===== config.mk =====
export PLATFORM = sky130hd
export DESIGN_NAME = edge_detect_stream
export DESIGN_NICKNAME = d
export VERILOG_FILES = /design/src/rtl/edge_detect_stream.sv
export SDC_FILE = /design/constraint.sdc
export NUM_CORES = 2
export LEC_CHECK = 0
export BUFFER_PORTS_ARGS = -buffer_cell sky130_fd_sc_hd__buf_2
export CORE_MARGIN = 2
export CORE_UTILIZATION = 45
export CTS_CLUSTER_DIAMETER = 100
export CTS_CLUSTER_SIZE = 24
export DETAILED_ROUTE_END_ITERATION = 10
export GPL_TIMING_DRIVEN = 0
export PLACE_DENSITY_LB_ADDON = 0.08
export SLEW_MARGIN = 10
export SYNTH_ARGS = -nofsm -noshare
export SYNTH_HDL_FRONTEND = slang
export SYNTH_SLANG_ARGS = --single-unit

===== constraint.sdc =====
create_clock -name clk_i -period 12.8 [get_ports clk_i]
set_input_delay 1.92 -clock clk_i [delete_from_list [all_inputs] [get_ports clk_i]]
set_output_delay 1.92 -clock clk_i [all_outputs]
set_load 0.05 [all_outputs]

===== src/rtl/edge_detect_stream.sv =====
// rtl/edge_detect_stream.sv - streaming 3x3 Sobel/Prewitt edge detector with line buffers
`timescale 1ns/1ps
module edge_detect_stream #(
  parameter int unsigned DATA_WIDTH = 8,
  parameter int unsigned IMG_W      = 64,
  parameter int unsigned IMG_H      = 64,
  parameter int unsigned EDGE_VAL   = 0,
  parameter int unsigned BG_VAL     = 2**DATA_WIDTH-1
) (
  input  logic                  clk_i,
  input  logic                  rst_ni,
  input  logic                  in_valid_i,
  output logic                  in_ready_o,
  input  logic [DATA_WIDTH-1:0] in_data_i,
  input  logic                  in_sof_i,
  input  logic [1:0]            mode_i,
  input  logic [DATA_WIDTH+3:0] threshold_i,
  output logic                  out_valid_o,
  input  logic                  out_ready_i,
  output logic [DATA_WIDTH-1:0] out_data_o,
  output logic                  out_sof_o,
  output logic                  out_eol_o,
  output logic                  frame_done_o,
  output logic                  sof_err_o
);
  localparam int unsigned SW = DATA_WIDTH + 4;
  localparam int unsigned CW = $clog2(IMG_W);
  localparam int unsigned RW = $clog2(IMG_H);
  localparam logic [CW-1:0] COL_LAST = CW'(IMG_W - 1);
  localparam logic [CW-1:0] COL_TWO  = CW'(2);
  localparam logic [RW-1:0] ROW_LAST = RW'(IMG_H - 1);
  localparam logic [RW-1:0] ROW_TWO  = RW'(2);
  localparam logic [SW-1:0] PIX_MAX  = SW'(2**DATA_WIDTH - 1);
  localparam logic [DATA_WIDTH-1:0] EDGE_PIX = DATA_WIDTH'(EDGE_VAL);
  localparam logic [DATA_WIDTH-1:0] BG_PIX   = DATA_WIDTH'(BG_VAL);

  logic [CW-1:0] col_q, col_d, cur_col;
  logic [RW-1:0] row_q, row_d, cur_row;
  logic [1:0]    mode_q;
  logic [SW-1:0] thr_q;
  logic          sof_err_q, out_valid_q, out_sof_q, out_eol_q, out_last_q, frame_done_q;
  logic [DATA_WIDTH-1:0] out_data_q;
  logic          accept;

  // line buffers hold rows r-2 (top) and r-1 (mid); window keeps columns c-2 (a) and c-1 (b)
  logic [DATA_WIDTH-1:0] lb_top [IMG_W];
  logic [DATA_WIDTH-1:0] lb_mid [IMG_W];
  logic [2:0][DATA_WIDTH-1:0] wa_q, wb_q, new_col;
  logic [DATA_WIDTH-1:0] px [3][3];

  logic signed [SW-1:0] gx, gy;
  logic [SW-1:0] ax, ay, mag_sum, mag;
  logic          prewitt;
  logic [DATA_WIDTH-1:0] result;

  function automatic logic signed [SW-1:0] ext(input logic [DATA_WIDTH-1:0] v);
    return $signed({4'b0000, v});
  endfunction

  function automatic logic signed [SW-1:0] wgt(input logic pw, input logic [DATA_WIDTH-1:0] v);
    return pw ? ext(v) : (ext(v) <<< 1);
  endfunction

  assign in_ready_o = !out_valid_q || out_ready_i;
  assign accept     = in_valid_i && in_ready_o;
  assign cur_col    = in_sof_i ? '0 : col_q;
  assign cur_row    = in_sof_i ? '0 : row_q;

  always_comb begin
    col_d = cur_col + CW'(1);
    row_d = cur_row;
    if (cur_col == COL_LAST) begin
      col_d = '0;
      row_d = (cur_row == ROW_LAST) ? '0 : cur_row + RW'(1);
    end
  end

  always_comb begin
    new_col = {in_data_i, lb_mid[cur_col], lb_top[cur_col]};
    for (int r = 0; r < 3; r++) begin
      px[r][0] = wa_q[r];
      px[r][1] = wb_q[r];
      px[r][2] = new_col[r];
    end
  end

  always_comb begin
    prewitt = (mode_q == 2'b01);
    gx = (ext(px[0][2]) + wgt(prewitt, px[1][2]) + ext(px[2][2]))
       - (ext(px[0][0]) + wgt(prewitt, px[1][0]) + ext(px[2][0]));
    gy = (ext(px[2][0]) + wgt(prewitt, px[2][1]) + ext(px[2][2]))
       - (ext(px[0][0]) + wgt(prewitt, px[0][1]) + ext(px[0][2]));
    ax      = gx[SW-1] ? -gx : gx;
    ay      = gy[SW-1] ? -gy : gy;
    mag_sum = ax + ay;
    mag     = (mode_q == 2'b10) ? ((ax > ay) ? ax : ay) : mag_sum;
    if (mode_q == 2'b11) begin
      result = (mag_sum > PIX_MAX) ? PIX_MAX[DATA_WIDTH-1:0] : mag_sum[DATA_WIDTH-1:0];
    end else begin
      result = (mag > thr_q) ? EDGE_PIX : BG_PIX;
    end
  end

  always_ff @(posedge clk_i) begin
    if (accept) begin
      lb_top[cur_col] <= lb_mid[cur_col];
      lb_mid[cur_col] <= in_data_i;
    end
  end

  always_ff @(posedge clk_i or negedge rst_ni) begin
    if (!rst_ni) begin
      col_q        <= '0;
      row_q        <= '0;
      mode_q       <= 2'b00;
      thr_q        <= '0;
      sof_err_q    <= 1'b0;
      wa_q         <= '0;
      wb_q         <= '0;
      out_valid_q  <= 1'b0;
      out_data_q   <= '0;
      out_sof_q    <= 1'b0;
      out_eol_q    <= 1'b0;
      out_last_q   <= 1'b0;
      frame_done_q <= 1'b0;
    end else begin
      frame_done_q <= out_valid_q && out_ready_i && out_last_q;
      if (out_ready_i) out_valid_q <= 1'b0;
      if (accept) begin
        col_q <= col_d;
        row_q <= row_d;
        wa_q  <= wb_q;
        wb_q  <= new_col;
        if (in_sof_i) begin
          mode_q <= mode_i;
          thr_q  <= threshold_i;
          if (col_q != '0 || row_q != '0) sof_err_q <= 1'b1;
        end
        if (cur_row >= ROW_TWO && cur_col >= COL_TWO) begin
          out_valid_q <= 1'b1;
          out_data_q  <= result;
          out_sof_q   <= (cur_row == ROW_TWO) && (cur_col == COL_TWO);
          out_eol_q   <= (cur_col == COL_LAST);
          out_last_q  <= (cur_row == ROW_LAST) && (cur_col == COL_LAST);
        end
      end
    end
  end

  assign out_valid_o  = out_valid_q;
  assign out_data_o   = out_data_q;
  assign out_sof_o    = out_sof_q;
  assign out_eol_o    = out_eol_q;
  assign frame_done_o = frame_done_q;
  assign sof_err_o    = sof_err_q;
endmodule


==> run summary <==
==================================================================================
Status                                                                finished clean
Final Critical Period                                                     12.39 ns
Number of buffers inserted by port buffering                                    40
Total of hold buffers inserted after clock tree synthesis                        0
Via total after detailed routing                                             30.5k
Worst-case headroom to the max-slew limit                                    6.44%
Detail Route Antenna Nets                                                        0
Fraction of registers with async set or reset after synthesis                7.91%
Average wire per standard cell                                        35.7 microns
Post-synthesis net count                                                      3348
Highest clock rate                                                      0.0807 GHz
Number of clock sinks                                                         1112
Fraction of the cycle the final worst path needs                             96.8%
Die outline area                                                      106000 sq um
Wire length reported by the detailed router                           169000 microns
TritonCTS clock tree                                                          done
Number of detailed-route iterations in the first pass                            6
Post-synth design cell area                                            46500 sq um
Hpwl dp                                                               119000 microns
Unrepaired setup endpoints after global routing                              false
Hold Worst Slack                                                          0.484 ns
Initial Utilization                                                          45.5%
Count of final hold-check violations                                             0
Nets                                                                          3506
Core Footprint                                                        102000 sq um
Clock Tree Root                                                       sky130_fd_sc_hd__clkbuf_16
Share of the yosys chip area belonging to registers                          70.9%
Yosys reg bits                                                                1112
Via-per-instance ratio                                                        6.45
Gate count after technology mapping                                           3191
Die width                                                              325 microns
Synthesis warning total                                                          0
Top-count cell post-synth                                             sky130_fd_sc_hd__edfxtp_1
Global-route usage over all layers                                           31.4%
Cell type with the highest aggregate area in the netlist              sky130_fd_sc_hd__edfxtp_1
Share of final-layout standard cells stronger than drive strength 1          13.7%
TritonCTS buffer count                                                          53
Count of maximum capacitance violations                                          0
Number of setup violations in the final report                                   0
Element type at the critical path end                                         flop
Maximum number of pins on one net before global-route repair                    68
Top cell type's share of synthesized area                                    66.1%
Sum of overflow across all layers after global routing                           0
Relative area change from synthesis to final layout                          11.7%
Peak per-stage delay on the critical path                                  0.76 ns
I/O pin count                                                                   41
Wire length of the first global-routing pass                          232000 microns
Critical path start-end classification                                   in -> reg
DRC violation count after routing                                                0
Clock latency of the later-clocked register in the worst-skew pair         0.72 ns
Clk_skew                                                                 0.0527 ns
Critical Path Start Type                                              primary input
Arrival time of the worst setup path                                      12.98 ns
Maximum net fanout on the critical path                                         10
CTS clk-pin slew, worst paths                                              0.10 ns
Maximum level of the CTS H-tree                                                  2
HP Class                                                                reg -> reg
Biggest area contributors in the synthesized netlist                  sky130_fd_sc_hd__edfxtp_1 66%, sky130_fd_sc_hd__dfrtp_1 4.7%, sky130_fd_sc_hd__nand2_1 3.2%
Required time of the critical path                                        13.38 ns
Worst path most repeated cell                                         sky130_fd_sc_hd__fa_1
Clock Path Buffers                                                               3
Initial antenna violation count                                                  5
Via count of the first global-routing pass                                   29.3k
Number of max-slew violations in the final report                                0
Predominant post-synthesis flop cell                                  sky130_fd_sc_hd__edfxtp_1
Yosys cell types                                                                89
Syn Area/Cell                                                           14.6 sq um
DRC marker count from the first detailed-route iteration                      4425
Die H                                                                  325 microns
Number of rows in the core area                                                117
Max stage delay cell, worst path                                      sky130_fd_sc_hd__nor2_2
Most instantiated cells after synthesis                               1024 x sky130_fd_sc_hd__edfxtp_1, 394 x sky130_fd_sc_hd__nand2_1, 179 x sky130_fd_sc_hd__nor2_1, 172 x sky130_fd_sc_hd__o22ai_1, 130 x sky130_fd_sc_hd__inv_1
Number of enable-type register cells in the synthesized netlist               1024
Routability-driven placement congestion ratio                                0.912
Worst Tran Pin Value                                                       1.39 ns
==================================================================================
routing by layer:
metal / track usage, % / part of all wire [%] / routed length, microns / vias to the layer above
met5: 0 / 0.0065 / 11 / -
met4: 15.8 / 6.3 / 10700 / 2
met3: 5.81 / 9.5 / 16100 / 365
met2: 50.3 / 46 / 77900 / 1750
met1: 41.3 / 38 / 64200 / 15850
li1: - / - / - / 12552
path summary, 6_finish.rpt:
path,slack [ns],cells past startpoint,from,end
max,0.41,40,in_sof_i,out_data_o[7]$_DFFE_PN0P_
min,0.48,2,px[34]$_DFFE_PN0P_,px[42]$_DFFE_PN0P_
max reg2reg,1.13,37,col_q[2]$_DFFE_PN0P_,out_data_o[7]$_DFFE_PN0P_
min reg2reg,0.48,2,px[34]$_DFFE_PN0P_,px[42]$_DFFE_PN0P_
max in group asynchronous,10.99,2,rst_ni,px[19]$_DFFE_PN0P_
min in group asynchronous,1.15,1,rst_ni,out_data_o[6]$_DFFE_PN0P_
stage by stage:
stage	setup slack (ns)	util [%]	TNS, ns	std cells	area (sq um)
after floorplan	1.92	-	0	3191	46500
after global placement	-1.95	47.4	-15.50	4599	48400
after detailed placement	-1.45	49.2	-11.34	4662	50300
after CTS	0.0196	50.7	0	4733	51800
after global routing	0.0100	50.8	0	4733	51900
final	0.405	50.8	0	4735	51900
layout make-up:
cell class	count	area (sq um)
Fill cell	8671	50300
Sequential cell	1112	33000
Multi-Input combinational cell	1768	12800
Tap cell	1368	1710
Timing Repair Buffer	105	1570
Clock buffer	64	1390
Buffer	178	891
Inverter	131	492
Clock inverter	7	90.1
Antenna cell	2	5.00
critical path, delay by kind of cell:
kind            cells  cell delay (ns)
compound gates     14             3.25
xor+xnor            1             0.26
fa+ha+maj           7             2.60
buf+inv             6             1.24
mux                 3             0.63
simple gates        9             3.03
state kept, by name, summed over array words and instances, names as in the netlist:
register      cells
out_last_q        1
lb_mid          512
col_q             6
frame_done_o      1
sof_err_o         1
lb_top          512
mode_q            2
out_sof_o         1
row_q             6
thr_q            12
out_valid_o       1
px               48
out_eol_o         1
out_data_o        8
cell families (layout without fill, tap and decap cells):
group	count (synthesis)	count (layout)	share of synthesized area, %
compound gates	668	668	10.4
xor+xnor	33	33	0.622
fa+ha+maj	130	130	4.58
buf+inv	311	485	2.93
flops	1112	1112	70.9
mux	89	89	2.14
other cells	2	4	0.0162
simple gates	846	846	8.45
cells in the final DEF, fill, tap and decap left out, types with 13 or more instances in the layout:
cell / n
sky130_fd_sc_hd__edfxtp_1: 1024
sky130_fd_sc_hd__nand2_1: 393
sky130_fd_sc_hd__o22ai_1: 172
sky130_fd_sc_hd__inv_1: 122
sky130_fd_sc_hd__nor2_1: 112
sky130_fd_sc_hd__buf_2: 104
sky130_fd_sc_hd__dfrtp_1: 88
sky130_fd_sc_hd__o221ai_1: 74
sky130_fd_sc_hd__clkbuf_1: 72
sky130_fd_sc_hd__fa_1: 67
sky130_fd_sc_hd__nor2_4: 65
sky130_fd_sc_hd__ha_1: 63
sky130_fd_sc_hd__o22a_1: 62
sky130_fd_sc_hd__o21ai_0: 62
sky130_fd_sc_hd__and3_1: 60
sky130_fd_sc_hd__a21oi_1: 55
sky130_fd_sc_hd__mux2_2: 55
sky130_fd_sc_hd__clkbuf_16: 54
sky130_fd_sc_hd__nor3_1: 52
sky130_fd_sc_hd__buf_12: 43
sky130_fd_sc_hd__a31oi_1: 40
sky130_fd_sc_hd__a222oi_1: 39
sky130_fd_sc_hd__o31ai_1: 38
sky130_fd_sc_hd__mux2i_1: 31
sky130_fd_sc_hd__nand3_1: 28
sky130_fd_sc_hd__buf_4: 20
sky130_fd_sc_hd__xnor2_1: 19
sky130_fd_sc_hd__nand4_1: 19
sky130_fd_sc_hd__nand2b_1: 17
sky130_fd_sc_hd__buf_16: 16
sky130_fd_sc_hd__nor2b_1: 13
repair_timing:
item / CTS / global route
cloned: 0 / 0
setup endpoints to repair: 8 / 8
setup buffers: 0 / 2
hold endpoints to repair: 0 / 0
pin swaps: 0 / 1
resized for setup: 11 / 39
Power is left out: the tool's default activity adds up to more than one toggle a clock period on the data nets, which glitch-free logic cannot reach.
